## src/rtl/regbank_pkg.sv

```systemverilog
// -----------------------------------------------------------------------------
// regbank_pkg
// Shared constants and types for the two-master register bank arbiter:
//   DATA_W / ADDR_W      register width and register-select width
//   state_t              arbiter FSM states (IDLE, ACCESS, RESP)
//   mst_t                master index (M0, M1)
//   RB_R0_INIT..R3_INIT  bank contents after reset
// -----------------------------------------------------------------------------
package regbank_pkg;

   localparam int DATA_W = 16;
   localparam int ADDR_W = 2;

   typedef enum logic [1:0] {
      IDLE   = 2'd0,
      ACCESS = 2'd1,
      RESP   = 2'd2
   } state_t;

   typedef enum logic {
      MST_M0 = 1'b0,
      MST_M1 = 1'b1
   } mst_t;

   localparam logic [DATA_W-1:0] RB_R0_INIT = 16'h100A;
   localparam logic [DATA_W-1:0] RB_R1_INIT = 16'h200B;
   localparam logic [DATA_W-1:0] RB_R2_INIT = 16'h300C;
   localparam logic [DATA_W-1:0] RB_R3_INIT = 16'h0000;

endpackage

```

## src/rtl/regbank_arbiter_if.sv

```systemverilog
// -----------------------------------------------------------------------------
// regbank_arbiter_if
// Bundles both master ports of the register bank arbiter.
//   mX_req/rw/addr/wdata  master -> arbiter transaction request (rw: 1=read)
//   mX_gnt                arbiter -> master, master owns the bank (ACCESS)
//   mX_ack                arbiter -> master, one-cycle completion pulse
//   mX_rdata              arbiter -> master, last read data for that master
//   busy                  arbiter -> masters, FSM not in IDLE
// Modports: master (bench / bus side), slave (arbiter side).
// -----------------------------------------------------------------------------
interface regbank_arbiter_if;
   import regbank_pkg::*;

   logic              m0_req;
   logic              m0_rw;
   logic [ADDR_W-1:0] m0_addr;
   logic [DATA_W-1:0] m0_wdata;
   logic              m0_gnt;
   logic              m0_ack;
   logic [DATA_W-1:0] m0_rdata;

   logic              m1_req;
   logic              m1_rw;
   logic [ADDR_W-1:0] m1_addr;
   logic [DATA_W-1:0] m1_wdata;
   logic              m1_gnt;
   logic              m1_ack;
   logic [DATA_W-1:0] m1_rdata;

   logic              busy;

   modport master (
      output m0_req, m0_rw, m0_addr, m0_wdata,
      output m1_req, m1_rw, m1_addr, m1_wdata,
      input  m0_gnt, m0_ack, m0_rdata,
      input  m1_gnt, m1_ack, m1_rdata,
      input  busy
   );

   modport slave (
      input  m0_req, m0_rw, m0_addr, m0_wdata,
      input  m1_req, m1_rw, m1_addr, m1_wdata,
      output m0_gnt, m0_ack, m0_rdata,
      output m1_gnt, m1_ack, m1_rdata,
      output busy
   );

endinterface

```

## src/rtl/regbank_core_4x16.sv

```systemverilog
// -----------------------------------------------------------------------------
// regbank_core_4x16
// Four 16-bit general-purpose registers.
//   clk, rst        clock, asynchronous active-high reset (loads init values)
//   we/waddr/wdata  synchronous write port
//   re/raddr/rdata  registered read port (rdata updates on the edge re is high)
// -----------------------------------------------------------------------------
module regbank_core_4x16
   import regbank_pkg::*;
(
   input  logic              clk,
   input  logic              rst,
   input  logic              we,
   input  logic [ADDR_W-1:0] waddr,
   input  logic [DATA_W-1:0] wdata,
   input  logic              re,
   input  logic [ADDR_W-1:0] raddr,
   output logic [DATA_W-1:0] rdata
);

   logic [DATA_W-1:0] regs [4];

   always_ff @(posedge clk or posedge rst) begin
      if (rst) begin
         regs[0] <= RB_R0_INIT;
         regs[1] <= RB_R1_INIT;
         regs[2] <= RB_R2_INIT;
         regs[3] <= RB_R3_INIT;
      end else if (we) begin
         regs[waddr] <= wdata;
      end
   end

   always_ff @(posedge clk or posedge rst) begin
      if (rst) begin
         rdata <= '0;
      end else if (re) begin
         rdata <= regs[raddr];
      end
   end

endmodule

```

## src/rtl/regbank_arbiter.sv

```systemverilog
// -----------------------------------------------------------------------------
// regbank_arbiter
// Shares one 4x16 register bank between two masters. One transaction at a
// time runs through IDLE -> ACCESS -> RESP; the winner sees gnt in ACCESS and
// a one-cycle ack in RESP, with read data valid from the ack cycle.
//   clk   system clock
//   rst   asynchronous active-high reset
//   bus   regbank_arbiter_if.slave (both master ports plus busy)
// Build option: define REGBANK_FIXED_PRIO_EN for fixed priority (M0 always
// wins a tie); otherwise round-robin on the last-served master.
// -----------------------------------------------------------------------------
module regbank_arbiter
   import regbank_pkg::*;
(
   input  logic             clk,
   input  logic             rst,
   regbank_arbiter_if.slave bus
);

   state_t            state, state_nxt;
   mst_t              win, cur_mst;
   logic              start, core_we, cur_rw, sel_rw;
   logic [ADDR_W-1:0] sel_addr, cur_addr;
   logic [DATA_W-1:0] sel_wdata, cur_wdata, core_rdata;
   logic [DATA_W-1:0] m0_rdata, m1_rdata;

`ifdef REGBANK_FIXED_PRIO_EN
   always_comb begin
      win = bus.m0_req ? MST_M0 : MST_M1;
   end
`else
   mst_t last;

   always_comb begin
      if (bus.m0_req && bus.m1_req) begin
         win = (last == MST_M1) ? MST_M0 : MST_M1;
      end else if (bus.m0_req) begin
         win = MST_M0;
      end else begin
         win = MST_M1;
      end
   end

   always_ff @(posedge clk or posedge rst) begin
      if (rst) begin
         last <= MST_M1;
      end else if (start) begin
         last <= win;
      end
   end
`endif

   always_comb begin
      if (win == MST_M0) begin
         sel_rw    = bus.m0_rw;
         sel_addr  = bus.m0_addr;
         sel_wdata = bus.m0_wdata;
      end else begin
         sel_rw    = bus.m1_rw;
         sel_addr  = bus.m1_addr;
         sel_wdata = bus.m1_wdata;
      end
   end

   always_ff @(posedge clk or posedge rst) begin
      if (rst) begin
         state <= IDLE;
      end else begin
         state <= state_nxt;
      end
   end

   always_comb begin
      state_nxt = state;
      start     = 1'b0;
      core_we   = 1'b0;
      case (state)
         IDLE: begin
            if (bus.m0_req || bus.m1_req) begin
               start     = 1'b1;
               state_nxt = ACCESS;
            end
         end
         ACCESS: begin
            core_we   = !cur_rw;
            state_nxt = RESP;
         end
         RESP: begin
            state_nxt = IDLE;
         end
         default: begin
            state_nxt = IDLE;
         end
      endcase
   end

   // Transaction latch: winner identity is control, address/data are not reset.
   always_ff @(posedge clk or posedge rst) begin
      if (rst) begin
         cur_mst <= MST_M0;
         cur_rw  <= 1'b0;
      end else if (start) begin
         cur_mst <= win;
         cur_rw  <= sel_rw;
      end
   end

   always_ff @(posedge clk) begin
      if (start) begin
         cur_addr  <= sel_addr;
         cur_wdata <= sel_wdata;
      end
   end

   // The core read is launched on the IDLE->ACCESS edge so its registered
   // output is ready during ACCESS; no write can intervene inside one
   // transaction, so this equals the bank value at the ACCESS closing edge.
   regbank_core_4x16 u_core (
      .clk   (clk),
      .rst   (rst),
      .we    (core_we),
      .waddr (cur_addr),
      .wdata (cur_wdata),
      .re    (start),
      .raddr (sel_addr),
      .rdata (core_rdata)
   );

   // Per-master read data, captured at the ACCESS closing edge.
   always_ff @(posedge clk or posedge rst) begin
      if (rst) begin
         m0_rdata <= '0;
         m1_rdata <= '0;
      end else if (state == ACCESS && cur_rw) begin
         if (cur_mst == MST_M0) begin
            m0_rdata <= core_rdata;
         end else begin
            m1_rdata <= core_rdata;
         end
      end
   end

   assign bus.m0_gnt   = (state == ACCESS) && (cur_mst == MST_M0);
   assign bus.m1_gnt   = (state == ACCESS) && (cur_mst == MST_M1);
   assign bus.m0_ack   = (state == RESP)   && (cur_mst == MST_M0);
   assign bus.m1_ack   = (state == RESP)   && (cur_mst == MST_M1);
   assign bus.m0_rdata = m0_rdata;
   assign bus.m1_rdata = m1_rdata;
   assign bus.busy     = (state != IDLE);

endmodule

```

## src/flat_wrapper.sv

```systemverilog
// flat-port wrapper written by rule: the top's interface ports become plain ports
module regbank_arbiter_flat import regbank_pkg::*;
  (clk, rst, bus_m0_req, bus_m0_rw, bus_m0_addr, bus_m0_wdata, bus_m1_req, bus_m1_rw, bus_m1_addr, bus_m1_wdata, bus_m0_gnt, bus_m0_ack, bus_m0_rdata, bus_m1_gnt, bus_m1_ack, bus_m1_rdata, bus_busy);
  regbank_arbiter_if bus_i ();
  input  logic clk;
  input  logic rst;
  input wire logic [$bits(bus_i.m0_req)-1:0] bus_m0_req;
  input wire logic [$bits(bus_i.m0_rw)-1:0] bus_m0_rw;
  input wire logic [$bits(bus_i.m0_addr)-1:0] bus_m0_addr;
  input wire logic [$bits(bus_i.m0_wdata)-1:0] bus_m0_wdata;
  input wire logic [$bits(bus_i.m1_req)-1:0] bus_m1_req;
  input wire logic [$bits(bus_i.m1_rw)-1:0] bus_m1_rw;
  input wire logic [$bits(bus_i.m1_addr)-1:0] bus_m1_addr;
  input wire logic [$bits(bus_i.m1_wdata)-1:0] bus_m1_wdata;
  output wire logic [$bits(bus_i.m0_gnt)-1:0] bus_m0_gnt;
  output wire logic [$bits(bus_i.m0_ack)-1:0] bus_m0_ack;
  output wire logic [$bits(bus_i.m0_rdata)-1:0] bus_m0_rdata;
  output wire logic [$bits(bus_i.m1_gnt)-1:0] bus_m1_gnt;
  output wire logic [$bits(bus_i.m1_ack)-1:0] bus_m1_ack;
  output wire logic [$bits(bus_i.m1_rdata)-1:0] bus_m1_rdata;
  output wire logic [$bits(bus_i.busy)-1:0] bus_busy;
  assign bus_i.m0_req = bus_m0_req;
  assign bus_i.m0_rw = bus_m0_rw;
  assign bus_i.m0_addr = bus_m0_addr;
  assign bus_i.m0_wdata = bus_m0_wdata;
  assign bus_i.m1_req = bus_m1_req;
  assign bus_i.m1_rw = bus_m1_rw;
  assign bus_i.m1_addr = bus_m1_addr;
  assign bus_i.m1_wdata = bus_m1_wdata;
  assign bus_m0_gnt = bus_i.m0_gnt;
  assign bus_m0_ack = bus_i.m0_ack;
  assign bus_m0_rdata = bus_i.m0_rdata;
  assign bus_m1_gnt = bus_i.m1_gnt;
  assign bus_m1_ack = bus_i.m1_ack;
  assign bus_m1_rdata = bus_i.m1_rdata;
  assign bus_busy = bus_i.busy;
  regbank_arbiter u_core (.clk(clk), .rst(rst), .bus(bus_i));
endmodule
```

## config.mk

```make
export PLATFORM = sky130hd
export DESIGN_NAME = regbank_arbiter_flat
export DESIGN_NICKNAME = d
export VERILOG_FILES = /design/src/rtl/regbank_pkg.sv /design/src/rtl/regbank_arbiter_if.sv /design/src/rtl/regbank_core_4x16.sv /design/src/rtl/regbank_arbiter.sv /design/src/flat_wrapper.sv
export SDC_FILE = /design/constraint.sdc
export NUM_CORES = 1
export LEC_CHECK = 0
export ABC_AREA = 1
export ABC_CLOCK_PERIOD_IN_PS = 8600
export BUFFER_PORTS_ARGS = -buffer_cell sky130_fd_sc_hd__buf_2
export CORE_UTILIZATION = 62
export DETAILED_ROUTE_END_ITERATION = 6
export PLACE_DENSITY = 0.86
export RECOVER_POWER = 25
export SLEW_MARGIN = 20
export SYNTH_ARGS = -nofsm -noshare
export SYNTH_HDL_FRONTEND = slang
export SYNTH_SLANG_ARGS = --single-unit
```

## constraint.sdc

```tcl
create_clock -name clk -period 8.6 [get_ports clk]
set_clock_uncertainty 0.05 [all_clocks]
set_input_delay 1.72 -clock clk [delete_from_list [all_inputs] [get_ports clk]]
set_output_delay 1.72 -clock clk [all_outputs]
set_load 0.02 [all_outputs]
```

==> run metrics <==
full die area 10200 um2; H-tree Lvls 4; synthesized area per cell approximately 8.5 um2; # hold bufs at CTS 0; R2R Setup Slk slightly above 6 ns; antenna violations before repair 0; Max Cap Violations 1; drc violations 0; CTS buffer count 17; CTS clk-pin slew, worst paths 0.06 ns; R2R depth 9; Rows 35; Hold WC Path Type flop to flop; DRT Pass-1 Iters 5; vias in the first global route about 4800; Non-Filler Instances 920; vias between 5000 and 6000; first-pass GRT wire length 23.0 mm; pin count of the biggest net entering global routing 70; Placed Instances 888; routability cong. roughly 0.87; kind of critical path input pin to asynchronous set/reset pin; Max Slew Vio Count 50; Hold EP u_core.state[1]$_DFFE_PP0P_; Setup TNS Final 0 ns; failing checks capacitance limit, slew limit; status complete, but fails checks; Leakage 3.69 nW; Via density roughly 5.5; Critical Path Start Type input pin; Tot GR Track Use 0.297; beginning of the worst hold path u_core.state[1]$_DFFE_PP0P_; core box area 9370 um2; YS warnings 0; Peak VDD IR 0.000174 V; nets 820; Starting Density 0.649; Slew Limit Headroom -0.375; Die Y 101 um; multi-input logic area between 1500 and 2000 um2; Max clock buf depth 2; Hold Vio Cnt, Final 0; total setup buffers inserted after CTS 0; # port buffers 78; f_max 296 MHz; Ports 79; post-synthesis sequential area ratio 0.572; WHS Path Cells 1; # fillers approximately 690; fin crit share 0.393; R2R Path Start u_core.last$_DFFE_PP1P_; CP required about 9.1 ns; Post-Syn Nets approximately 760; Worst Setup End Kind asynchronous set/reset pin; PostCTS Resize Cnt 0; CTS tree yes; dpl hpwl between 8 and 9 mm; pwr dens 384 nW/um2; Die Span X 101 um; Util after Layout 0.748; critical path arrival 3.88 ns; endpoints failing setup 0; number of DRC markers in iteration 0 359; flops & latches, synth around 140; area growth from synthesis to layout 15.2%; crit path max fanout 69; layout cells sized above 1 0.177; Antenna diodes 0; mapped cell area 6080 um2; FF+latch area approximately 3500 um2; Worst-Margin Slew 2.05 ns; Reg-to-Reg End u_core.u_core.rdata[14]$_DFFE_PP0P_; RSZ-0062 raised after global routing no; Mapped Cells 715; global route overflow 0; root buf cell clkbuf_8; Distinct cells, synth 25; Clk Latency, worst-skew pair around 0.53 ns; final antenna-violating net count 0; time the worst path needs with I/O delays and setup about 3.4 ns; Sink Count 135; final wirelength 13.8 mm; Routed wire per std cell around 15 um
## flip-flops by register name, summed over array words and instances, names as in the netlist
signal / flops
u_core.cur_rw: 1
u_core.cur_addr: 2
u_core.last: 1
u_core.cur_wdata: 16
u_core.state: 2
u_core.bus.m0_rdata: 16
u_core.u_core.regs: 64
u_core.cur_mst: 1
u_core.u_core.rdata: 16
u_core.bus.m1_rdata: 16
## cell usage in the layout (no fill, tap or decap), types with 2 or more instances in the layout
master and instances:
buf_2 78, bufinv_16 3, clkbuf_16 16, clkbuf_8 3
clkinv_2 3, clkinvlp_4 5, dfrtp_1 105, dfstp_2 12
edfxtp_1 18, inv_1 108, nand2_1 232, nand2_2 3
nand2_4 4, nand3_1 79, nand3_2 5, nor2_1 6
nor3_1 2, o21ai_0 41, o21ai_1 59
## synth_stat cells
cell type	instances	area, um2
nor2_2	1	6.26
buf_4	4	30.0
buf_2	24	120
nor2_8	1	20.0
o21ai_1	60	300
nor3_1	2	10.0
inv_1	108	405
nand2_1	230	863
o21ai_4	1	16.3
clkbuf_1	2	7.51
buf_12	1	20.0
buf_6	1	11.3
inv_2	2	7.51
nand3_2	5	50.1
nand3_1	79	395
nor2_1	4	15.0
edfxtp_1	18	541
nor2_4	2	22.5
dfrtp_1	105	2630
dfstp_2	12	315
o21ai_0	40	200
nand2_2	5	31.3
nand2_4	4	45.0
o21ai_2	1	8.76
clkbuf_2	3	15.0
## area by class of cell
type,count,area share
timing repair buffer,79,0.0568
clock inverter,12,0.0216
inverter,110,0.0591
tap,129,0.0230
clock buffer,20,0.0635
multi-input combinational,435,0.279
sequential,135,0.497
## metrics by stage
step | worst slack, ns | hold slack [ns] | instance area (um2) | power [mW]
finish | 5.22 | 0.418 | 7010 | 2.69
global route | 4.75 | 0.436 | 7010 | 2.85
detailed placement | 5.00 | 0.417 | 6440 | 1.95
CTS | 5.34 | 0.429 | 7040 | 2.69
global placement | 5.04 | 0.410 | 6440 | 1.89
floorplan | 3.75 | 0.399 | 6080 | 1.71
## metal layers
| metal | track usage | wire length [um] | up-vias | share of wire |
|---|---|---|---|---|
| met4 | 0.133 | 310 | 0 | 0.022 |
| met5 | 0 | 0 | - | 0 |
| met3 | 0.0749 | 1060 | 41 | 0.077 |
| li1 | - | - | 2368 | - |
| met2 | 0.498 | 6740 | 284 | 0.49 |
| met1 | 0.364 | 5700 | 2397 | 0.41 |
## kinds of logic (layout without fill, tap and decap cells)
kind of cell,count (synthesis),in the layout,synth area share
compound gates,102,102,0.0864
buf+inv,145,221,0.101
flops,135,135,0.572
simple gates,333,333,0.240
## worst max-delay path: stages
cell	delay, ns
buf_2	0.10
clkinvlp_2	1.16
buf_4	0.84
## how the worst max path moves through the flow
stage | start | endpoint | slack, ns | cells after the start
after floorplan | rst | u_core.bus.m0_rdata[0]$_DFFE_PP0P_ | 3.75 | 1
after global placement | bus_m1_req | u_core.u_core.rdata[4]$_DFFE_PP0P_ | 5.04 | 9
after detailed placement | bus_m1_req | u_core.u_core.rdata[2]$_DFFE_PP0P_ | 5.00 | 9
after CTS | u_core.state[0]$_DFFE_PP0P_ | bus_m1_gnt | 5.34 | 5
after global routing | rst | u_core.u_core.regs[44]$_DFFE_PP0P_ | 4.75 | 3
final | rst | u_core.u_core.regs[13]$_DFFE_PP0P_ | 5.22 | 3
## power by group
group / internal (mW) / switching, mW / total, mW
clock network: 0.455 / 0.271 / 0.727
logic: 0.269 / 0.586 / 0.855
registers: 0.951 / 0.156 / 1.11
(Power assumes the default switching activity.)
